`config.mk`:
```
export PLATFORM = sky130hd
export DESIGN_NAME = plic_target_scheduler
export DESIGN_NICKNAME = d
export VERILOG_FILES = /design/src/rtl/plic_pkg.sv /design/src/rtl/plic_target_scheduler_cell.sv /design/src/rtl/plic_target_scheduler.sv
export SDC_FILE = /design/constraint.sdc
export NUM_CORES = 1
export LEC_CHECK = 0
export CAP_MARGIN = 10
export CORE_MARGIN = 2
export CORE_UTILIZATION = 43
export DETAILED_ROUTE_END_ITERATION = 16
export PLACE_DENSITY = 0.77
export SKIP_LAST_GASP = 1
export SYNTH_ARGS = -nofsm -noshare
export SYNTH_HDL_FRONTEND = slang
export SYNTH_SLANG_ARGS = --single-unit
export TNS_END_PERCENT = 10
```
`constraint.sdc`:
```
create_clock -name clk_i -period 4.4 [get_ports clk_i]
set_input_delay 1.1 -clock clk_i [delete_from_list [all_inputs] [get_ports clk_i]]
set_output_delay 1.1 -clock clk_i [all_outputs]
set_load 0.01 [all_outputs]
```
`src/rtl/plic_pkg.sv`:
```
// Shared types and helpers for the PLIC target scheduler.
package plic_pkg;

  localparam int unsigned PRIO_W_DEF   = 3;
  localparam int unsigned ID_W_DEF     = 5;
  localparam int unsigned FLAT_MAX_W   = 1024;
  localparam int unsigned NO_INTERRUPT = 0;

  typedef enum logic {
    SCAN,
    CLAIM_RSP
  } sched_state_e;

  // Priority of source slot k (0-based) from a flat vector, zero-extended to 32 bits.
  function automatic logic [31:0] prio_slice(input logic [FLAT_MAX_W-1:0] flat,
                                             input int unsigned k,
                                             input int unsigned w);
    logic [FLAT_MAX_W-1:0] sh;
    logic [31:0]           r;
    sh = flat >> (k * w);
    r  = sh[31:0];
    for (int unsigned b = 0; b < 32; b++) begin
      if (b >= w) r[b] = 1'b0;
    end
    return r;
  endfunction

endpackage

```
`src/rtl/plic_target_scheduler_cell.sv`:
```
// plic_cell: single priority/ID comparator deciding whether a candidate beats the running best.
module plic_cell (
  input  logic        pending_i,
  input  logic        enable_i,
  input  logic [31:0] prio_i,
  input  logic [31:0] id_i,
  input  logic [31:0] best_prio_i,
  input  logic [31:0] best_id_i,
  output logic        win_o
);

  logic [31:0] eff_prio;

  always_comb begin
    eff_prio = (pending_i && enable_i) ? prio_i : '0;
    // Equal priority resolves toward the higher ID.
    win_o    = (eff_prio > best_prio_i) ||
               ((eff_prio == best_prio_i) && (id_i > best_id_i));
  end

endmodule

```
`src/rtl/plic_target_scheduler.sv`:
```
// Per-target PLIC scheduler: serial max-priority scan, irq generation, claim/complete handshake.
// Optional PLIC_CLAIM_COUNT_EN adds claim_count_o, a saturating count of non-zero claims.
module plic_target_scheduler
  import plic_pkg::*;
#(
  parameter int unsigned NUM_SOURCES = 31,
  parameter int unsigned PRIO_W      = PRIO_W_DEF,
  parameter int unsigned ID_W        = ID_W_DEF
) (
  input  logic                          clk_i,
  input  logic                          rst_ni,
  input  logic [NUM_SOURCES-1:0]        pending_i,
  input  logic [NUM_SOURCES-1:0]        enable_i,
  input  logic [NUM_SOURCES*PRIO_W-1:0] priority_i,
  input  logic [PRIO_W-1:0]             threshold_i,
  output logic                          irq_o,
  input  logic                          claim_req_i,
  output logic                          claim_ack_o,
  output logic [ID_W-1:0]               claim_id_o,
  output logic [NUM_SOURCES-1:0]        claimed_o,
  input  logic                          complete_req_i,
  input  logic [ID_W-1:0]               complete_id_i,
  output logic                          complete_ack_o
`ifdef PLIC_CLAIM_COUNT_EN
  ,output logic [15:0]                  claim_count_o
`endif
);

  sched_state_e           state_q, state_d;
  logic [ID_W-1:0]        idx_q, idx_d, best_id_q, best_id_d, max_id_q, max_id_d;
  logic [ID_W-1:0]        claim_id_q, claim_id_d;
  logic [PRIO_W-1:0]      best_prio_q, best_prio_d, max_prio_q, max_prio_d;
  logic                   irq_q, irq_d, complete_ack_q, complete_ack_d;
  logic [NUM_SOURCES-1:0] in_service_q, in_service_d, claimed_q, claimed_d;
  logic [NUM_SOURCES-1:0] elig, claim_mask, complete_mask;
  logic [PRIO_W-1:0]      cand_prio, pk;
  logic                   cand_win, grant, complete_hit;
`ifdef PLIC_CLAIM_COUNT_EN
  logic [15:0]            count_q, count_d;
`endif

  always_comb begin
    elig      = '0;
    cand_prio = '0;
    grant     = 1'b0;
    pk        = '0;
    for (int unsigned k = 0; k < NUM_SOURCES; k++) begin
      pk      = PRIO_W'(prio_slice(FLAT_MAX_W'(priority_i), k, PRIO_W));
      elig[k] = pending_i[k] & enable_i[k] & ~in_service_q[k] & (pk != '0);
      if (idx_q == ID_W'(k + 1) && elig[k]) cand_prio = pk;
      if (max_id_q == ID_W'(k + 1) && elig[k]) grant = irq_q;
    end
    for (int unsigned k = 0; k < NUM_SOURCES; k++) begin
      claim_mask[k]    = claim_req_i && grant && (max_id_q == ID_W'(k + 1));
      complete_mask[k] = complete_req_i && (complete_id_i == ID_W'(k + 1));
    end
    complete_hit = |complete_mask;
  end

  plic_cell u_best_cmp (
    .pending_i   (1'b1),
    .enable_i    (1'b1),
    .prio_i      (32'(cand_prio)),
    .id_i        (32'(idx_q)),
    .best_prio_i (32'(best_prio_q)),
    .best_id_i   (32'(best_id_q)),
    .win_o       (cand_win)
  );

  always_comb begin
    state_d        = claim_req_i ? CLAIM_RSP : SCAN;
    idx_d          = idx_q + ID_W'(1);
    best_prio_d    = cand_win ? cand_prio : best_prio_q;
    best_id_d      = cand_win ? idx_q : best_id_q;
    max_prio_d     = max_prio_q;
    max_id_d       = max_id_q;
    irq_d          = (max_prio_q > threshold_i);
    in_service_d   = (in_service_q & ~complete_mask) | claim_mask;
    claimed_d      = claim_mask;
    claim_id_d     = (claim_req_i && grant) ? max_id_q : ID_W'(NO_INTERRUPT);
    complete_ack_d = complete_req_i;
    if (idx_q == ID_W'(NUM_SOURCES)) begin
      max_prio_d  = best_prio_d;
      max_id_d    = best_id_d;
      best_prio_d = '0;
      best_id_d   = '0;
      idx_d       = ID_W'(1);
    end
    // Any claim or in-range completion discards the partial pass and starts over.
    if (claim_req_i || complete_hit) begin
      idx_d       = ID_W'(1);
      best_prio_d = '0;
      best_id_d   = '0;
    end
    if (claim_req_i) begin
      max_prio_d = '0;
      max_id_d   = '0;
      irq_d      = 1'b0;
    end
`ifdef PLIC_CLAIM_COUNT_EN
    count_d = (claim_req_i && grant && count_q != '1) ? count_q + 16'd1 : count_q;
`endif
  end

  always_ff @(posedge clk_i) begin
    if (!rst_ni) begin
      state_q        <= SCAN;
      idx_q          <= ID_W'(1);
      best_prio_q    <= '0;
      best_id_q      <= '0;
      max_prio_q     <= '0;
      max_id_q       <= '0;
      irq_q          <= 1'b0;
      in_service_q   <= '0;
      claimed_q      <= '0;
      claim_id_q     <= '0;
      complete_ack_q <= 1'b0;
`ifdef PLIC_CLAIM_COUNT_EN
      count_q        <= '0;
`endif
    end else begin
      state_q        <= state_d;
      idx_q          <= idx_d;
      best_prio_q    <= best_prio_d;
      best_id_q      <= best_id_d;
      max_prio_q     <= max_prio_d;
      max_id_q       <= max_id_d;
      irq_q          <= irq_d;
      in_service_q   <= in_service_d;
      claimed_q      <= claimed_d;
      claim_id_q     <= claim_id_d;
      complete_ack_q <= complete_ack_d;
`ifdef PLIC_CLAIM_COUNT_EN
      count_q        <= count_d;
`endif
    end
  end

  assign irq_o          = irq_q;
  assign claim_ack_o    = (state_q == CLAIM_RSP);
  assign claim_id_o     = claim_id_q;
  assign claimed_o      = claimed_q;
  assign complete_ack_o = complete_ack_q;
`ifdef PLIC_CLAIM_COUNT_EN
  assign claim_count_o  = count_q;
`endif

endmodule

```
# Word-level counts from Yosys, hierarchy flattened

Cells that the tools add are included.

Equal/unequal tests: 94
Multiplexer cells: 65
Add/sub/neg operators: 1
Order comparisons: 3
Reductions and logical operators: 163
Bitwise gates (word level): 128

Operators by type and width:

| kind                                          | number |
|---|---|
| == test 5 bit, second input constant          | 48 |
| logical AND 1 bit                             | 126 |
| == test 5 x 4 -> 1 bit, second input constant | 24 |
| 2-to-1 mux 3 bit                              | 32 |
| bitwise AND 1 bit                             | 93 |
| nonzero test 3 bit                            | 31 |
| == test 5 x 3 -> 1 bit, second input constant | 12 |
| 2-to-1 mux 1 bit                              | 32 |
| NOT 1 bit                                     | 32 |
| bitwise AND 31 bit                            | 1 |
| NOT 31 bit                                    | 1 |
| bitwise OR 31 bit                             | 1 |
| OR reduction 31 bit                           | 1 |
| == test 5 x 2 -> 1 bit, second input constant | 6 |
| == test 5 x 1 -> 1 bit, second input constant | 3 |
| greater-than comparator 3 bit                 | 2 |
| adder 5 x 1 -> 5 bit, second input constant   | 1 |
| greater-than comparator 5 bit                 | 1 |
| 2-to-1 mux 5 bit                              | 1 |
| == test 3 bit                                 | 1 |
| OR reduction 3 bit                            | 1 |
| logical OR 1 bit                              | 2 |
| AND reduction 2 bit                           | 1 |
| OR reduction 2 bit                            | 1 |

Input bits: 167
Flip-flop bits (word level): 91
Word-level logic and storage cells: 465
Output and inout port bits: 39

# Longest topological paths before layout

Depth in word-level cells: 39
Mapped depth: 20
Mapped depth without buffers: 18

# By module

A second synthesis with hierarchy kept.

Cells, all modules: 1010
Area, all modules: 7606.0 um^2

Modules (own cells, without submodules):

| module                | cells an instance | instances | area an instance (um^2) | seq. area each (um^2) |
|---|---|---|---|---|
| plic_target_scheduler | 741               | 1         | 5734.2                  | 1821.7 |
| plic_cell             | 269               | 1         | 1871.8                  | 0.0 |

# Worst setup path before layout

No wires, ideal clock.

Kind: input-to-reg
Start point: in priority_i[47]
End point: reg max_id_q[3]
Required time: 4.271 ns
Arrival: 4.143 ns
Cell stages on the path: 16
Path slack: 0.129 ns
Path through: nor3_1 -> or4_1 -> mux2i_1 -> a2111oi_2 -> o2111ai_1 -> and3_1 -> o21ai_1 -> nand2_1 -> ha_1 -> nand2b_1 -> a21oi_1 -> nor2b_1 -> o22ai_2 -> clkbuf_1 -> mux2i_1 -> o21ai_0

Word-level cells in the longest chain between the ends: 23

Ends and longest elaborated chain:

| item                                                                  | RTL line                         | source |
|---|---|---|
| from (decl)                                                           | plic_target_scheduler.sv:14      | `input logic [NUM_SOURCES*PRIO_W-1:0] priority_i,` |
| nonzero test 3 bit                                                    | plic_target_scheduler.sv:49      | `elig[k] = pending_i[k] & enable_i[k] & ~in_service_q[k] & (pk != '0);` |
| bitwise AND 1 bit                                                     | plic_target_scheduler.sv:49      |  |
| logical AND 1 bit                                                     | plic_target_scheduler.sv:50      | `if (idx_q == ID_W'(k + 1) && elig[k]) cand_prio = pk;` |
| 2-to-1 mux 3 bit * (16 in a row)                                      | plic_target_scheduler.sv:50      |  |
| branches (longest 2 deep; another with greater-than comparator 3 bit) | -                                |  |
| logical OR 1 bit *                                                    | plic_target_scheduler_cell.sv:17 | `win_o = (eff_prio > best_prio_i) \|\|` |
| 2-to-1 mux 5 bit *                                                    | plic_target_scheduler.sv:74      | `best_id_d = cand_win ? idx_q : best_id_q;` |
| to (signal assigned)                                                  | plic_target_scheduler.sv:127     | `max_id_q <= max_id_d;` |
| to (decl)                                                             | plic_target_scheduler.sv:30      | `logic [ID_W-1:0] idx_q, idx_d, best_id_q, best_id_d, max_id_q, max_id_d;` |

Mark *: on every way between the ends.
A chain may end at the register's enable or synchronous reset.

# Worst setup path in the final report

Start point: in priority_i[22]
End point: reg max_id_q[1]

Word-level cells in the longest chain between the ends: 31

Ends and longest elaborated chain:

| item                                                                  | RTL line |
|---|---|
| nonzero test 3 bit                                                    | plic_target_scheduler.sv:49 |
| bitwise AND 1 bit                                                     | plic_target_scheduler.sv:49 |
| logical AND 1 bit                                                     | plic_target_scheduler.sv:50 |
| 2-to-1 mux 3 bit * (24 in a row)                                      | plic_target_scheduler.sv:50 |
| branches (longest 2 deep; another with greater-than comparator 3 bit) | - |
| logical OR 1 bit *                                                    | plic_target_scheduler_cell.sv:17 |
| 2-to-1 mux 5 bit *                                                    | plic_target_scheduler.sv:74 |

Marks and branches as above.

==> flow_summary.toml <==
[critical_path]
start_kind = "input port"
r2r_slack_ns = 0.11
crit_required_ns = 4.66
reg2reg_depth = 18
crit_end = "max_id_q[1]"
r2r_end = "max_id_q[1]"
critPathArrivalTime_ns = 4.67
crit_type = "in2reg"
reg2reg_from = "idx_q[1]"
cp-end-kind = "flip-flop"
critical_path.max_fanout = 7
timing.critical_path.from = "priority_i[22]"

[drt]
wl_met1_mm = 11.4
drc = 0
viasPerCell = 6.24
postRouteAntennaNets = 0
routedWlPerCell_um = 21.1
firstDrtPassIters = 6
routed_wl_mm = 29.2
top_layer = "met4"
wl_met3_mm = 3.23
drtIter0Drc = 880
vias = 8629
wl_met2_mm = 13.4

[synthesis]
syn-num-nets = 1005
ys_ff_latch = 91
synth_area_um2 = 6310
avgSynthCellArea_um2 = 7.69
ys_seq_area_share_pct = 28.8
ys.flop_type = "dfxtp_1"
synthDistinctLibCells = 76
synth-async-reset-ratio_pct = 0
yosys_warnings = 0
synthTopCellsByArea = "dfxtp_1 (29%), nor3_1 (6.0%), nand2_1 (4.0%), nor4_1 (3.6%), ha_1 (3.4%)"
yosysTopAreaCell = "dfxtp_1"
syn_inst = 821
netlist.area_leader.share_pct = 28.8
synth-edff-count = 0

[status]
violations = "negative setup slack"
status = "finished with violations"

[timing]
skew_ns = 0.00884
maxSlewViolCount = 0
fin_tns_setup_ns = -0.00948
worstMarginPinSlew_ns = 0.820
layout_min_cycle_time_ns = 4.41
max_slew_margin_pct = 45.3
setup_viol = 1
hold_viol = 0
fmax_mhz = 227
worst_slack_ns = -0.00948
fin_crit_sh_pct = 100

[run]
cap_violations = 0

[die]
die_x_um = 125
ios = 206
die_h_um = 125
die_area_um2 = 15700
start_util_pct = 43.8
core.rowCount = 44
core_um2 = 14400

[min_path]
hold_class = "reg2reg"
worstHoldPathCells = 2

[global_routing]
antenna_found_initial = 0
grt_usage_pct = 34.7
grt_pass1_vias = 8164
grt.overflow.total = 0
grt_pass1_wl_mm = 43.5
grt_max_degree = 51

[clocking]
cts-root-buf = "clkbuf_16"
h-tree-depth = 3
cts_tree = "yes"
cts.clk_slew.worst_paths_ns = 0.06
clock_path_buffers = 2
clk_latency_ns = 0.35
numClockSinks = 91
cts_buffers = 9

[cells_and_area]
final_cell_mix = "buf_4 (201), clkdlybuf4s50_1 (159), dfxtp_1 (91)"
finalNetCount = 1377
final_common_cell = "buf_4"
fillers = 1097
areaGrowthSynthToFinish_pct = 69.0
final_cells = 1383
layout-drive-gt1-share_pct = 26.0

[power]
p_total_uw = 2130
cellLeakagePower_uw = 0.00428
power_density_nw_per_um2 = 199
ir_worst_vdd_mv = 0.383

[place]
dpl.cell_count = 1341
dp_hpwl_mm = 22.1
portBuffers = 205
gp_congestion = 0.992
## repair_timing
action | in CTS | in global routing
endpoints found under the hold margin | 0 | 0
hold buffers | 0 | 0
gates resized for setup | 87 | 48
setup endpoints to repair | 16 | 16
buffers inserted | 14 | 10
pin swaps | 38 | 31
gates cloned | 1 | 0
## Yosys cell counts (6+ instances only)
cell	instances
nor2_1	56
o41ai_1	20
and3b_1	11
nor3b_1	14
nand3b_1	19
nand2_1	68
a31oi_1	12
and4b_1	6
buf_2	7
nand4_1	10
nand2b_1	11
o211ai_1	21
inv_1	30
nand4b_1	14
o21ai_1	6
ha_1	17
o21ai_0	16
a21oi_1	32
dfxtp_1	91
mux2i_1	7
nand3_1	40
nor3_1	76
a21o_1	6
or3_1	11
clkbuf_1	37
nor4_1	36
and3_1	10
nor2b_1	12
o31ai_1	16
## metal layers
| metal | global-route usage (%) | vias to the layer above |
|---|---|---|
| li1 | - | 3932 |
| met2 | 56.8 | 554 |
| met1 | 43.6 | 4045 |
| met4 | 14.0 | 0 |
| met3 | 9.07 | 98 |
| met5 | 0 | - |
## power breakdown
group / switching, uW / internal [uW] / total (uW)
Clock: 339 / 449 / 788
Combinational: 226 / 280 / 506
Sequential: 2.87 / 827 / 830
Total: 568 / 1560 / 2130
## registers in the layout, summed over array words and instances (netlist names)
register / flops
max_id_q: 5
claimed_o: 31
in_service_q: 31
max_prio_q: 3
idx_q: 5
claim_ack_o: 1
irq_o: 1
best_id_q: 5
complete_ack_o: 1
claim_id_o: 5
best_prio_q: 3
## worst min-delay path by stage
stage,start,endpoint,slack (ns)
6_report,in_service_q[28],in_service_q[28],0.47
5_1_grt,in_service_q[28],in_service_q[28],0.50
4_1_cts,in_service_q[28],in_service_q[28],0.47
3_5_place_dp,in_service_q[28],in_service_q[28],0.46
3_3_place_gp,in_service_q[28],in_service_q[28],0.45
2_1_floorplan,max_prio_q[0],max_prio_q[0],0.43
## critical path: stages
cell	delay (ns)
clkdlybuf4s50_1	0.43
or3_4	0.35
nand3_2	0.08
nor3_1	0.06
o41ai_2	0.40
buf_4	0.20
o2111ai_4	0.10
and3_1	0.17
o21ai_1	0.11
nand2_1	0.10
ha_4	0.24
nand2b_1	0.16
a21oi_2	0.18
nor2b_2	0.07
o22ai_4	0.27
buf_4	0.18
buf_2	0.19
a21oi_1	0.11
o21ai_0	0.18
## logic make-up after synthesis
family | share of synthesized area [%]
AOI/OAI and AO/OA | 22.4
xor gates and xnor gates | 0.277
adders and majority gates | 3.37
buffers and inverters | 5.13
DFF | 28.8
muxes | 1.29
and+or+nand+nor | 38.7
## final cells by class
type                       instances  area (um2)  share of cell area [%]
antenna                            1        2.50                  0.0234
clock buffer                       9         225                    2.11
clock inverter                     7        81.3                   0.762
inverter                          32         120                    1.13
multi-input combinational        650        4610                    43.2
sequential                        91        1820                    17.1
tap                              184         230                    2.16
timing repair buffer             409        3580                    33.6
## metrics by stage
stage               instance area, um2  util, %  hold slack [ns]  setup slack, ns
floorplan                         6310        -            0.430            0.129
global placement                  9750     67.6            0.446           -0.546
detailed placement                9750     67.6            0.460           -0.602
CTS                              10400     72.0            0.474         0.000422
global route                     10700     74.0            0.495           -0.114
finish                           10700     74.0            0.468         -0.00948
Note: power is estimated with default switching activity, not from simulation.
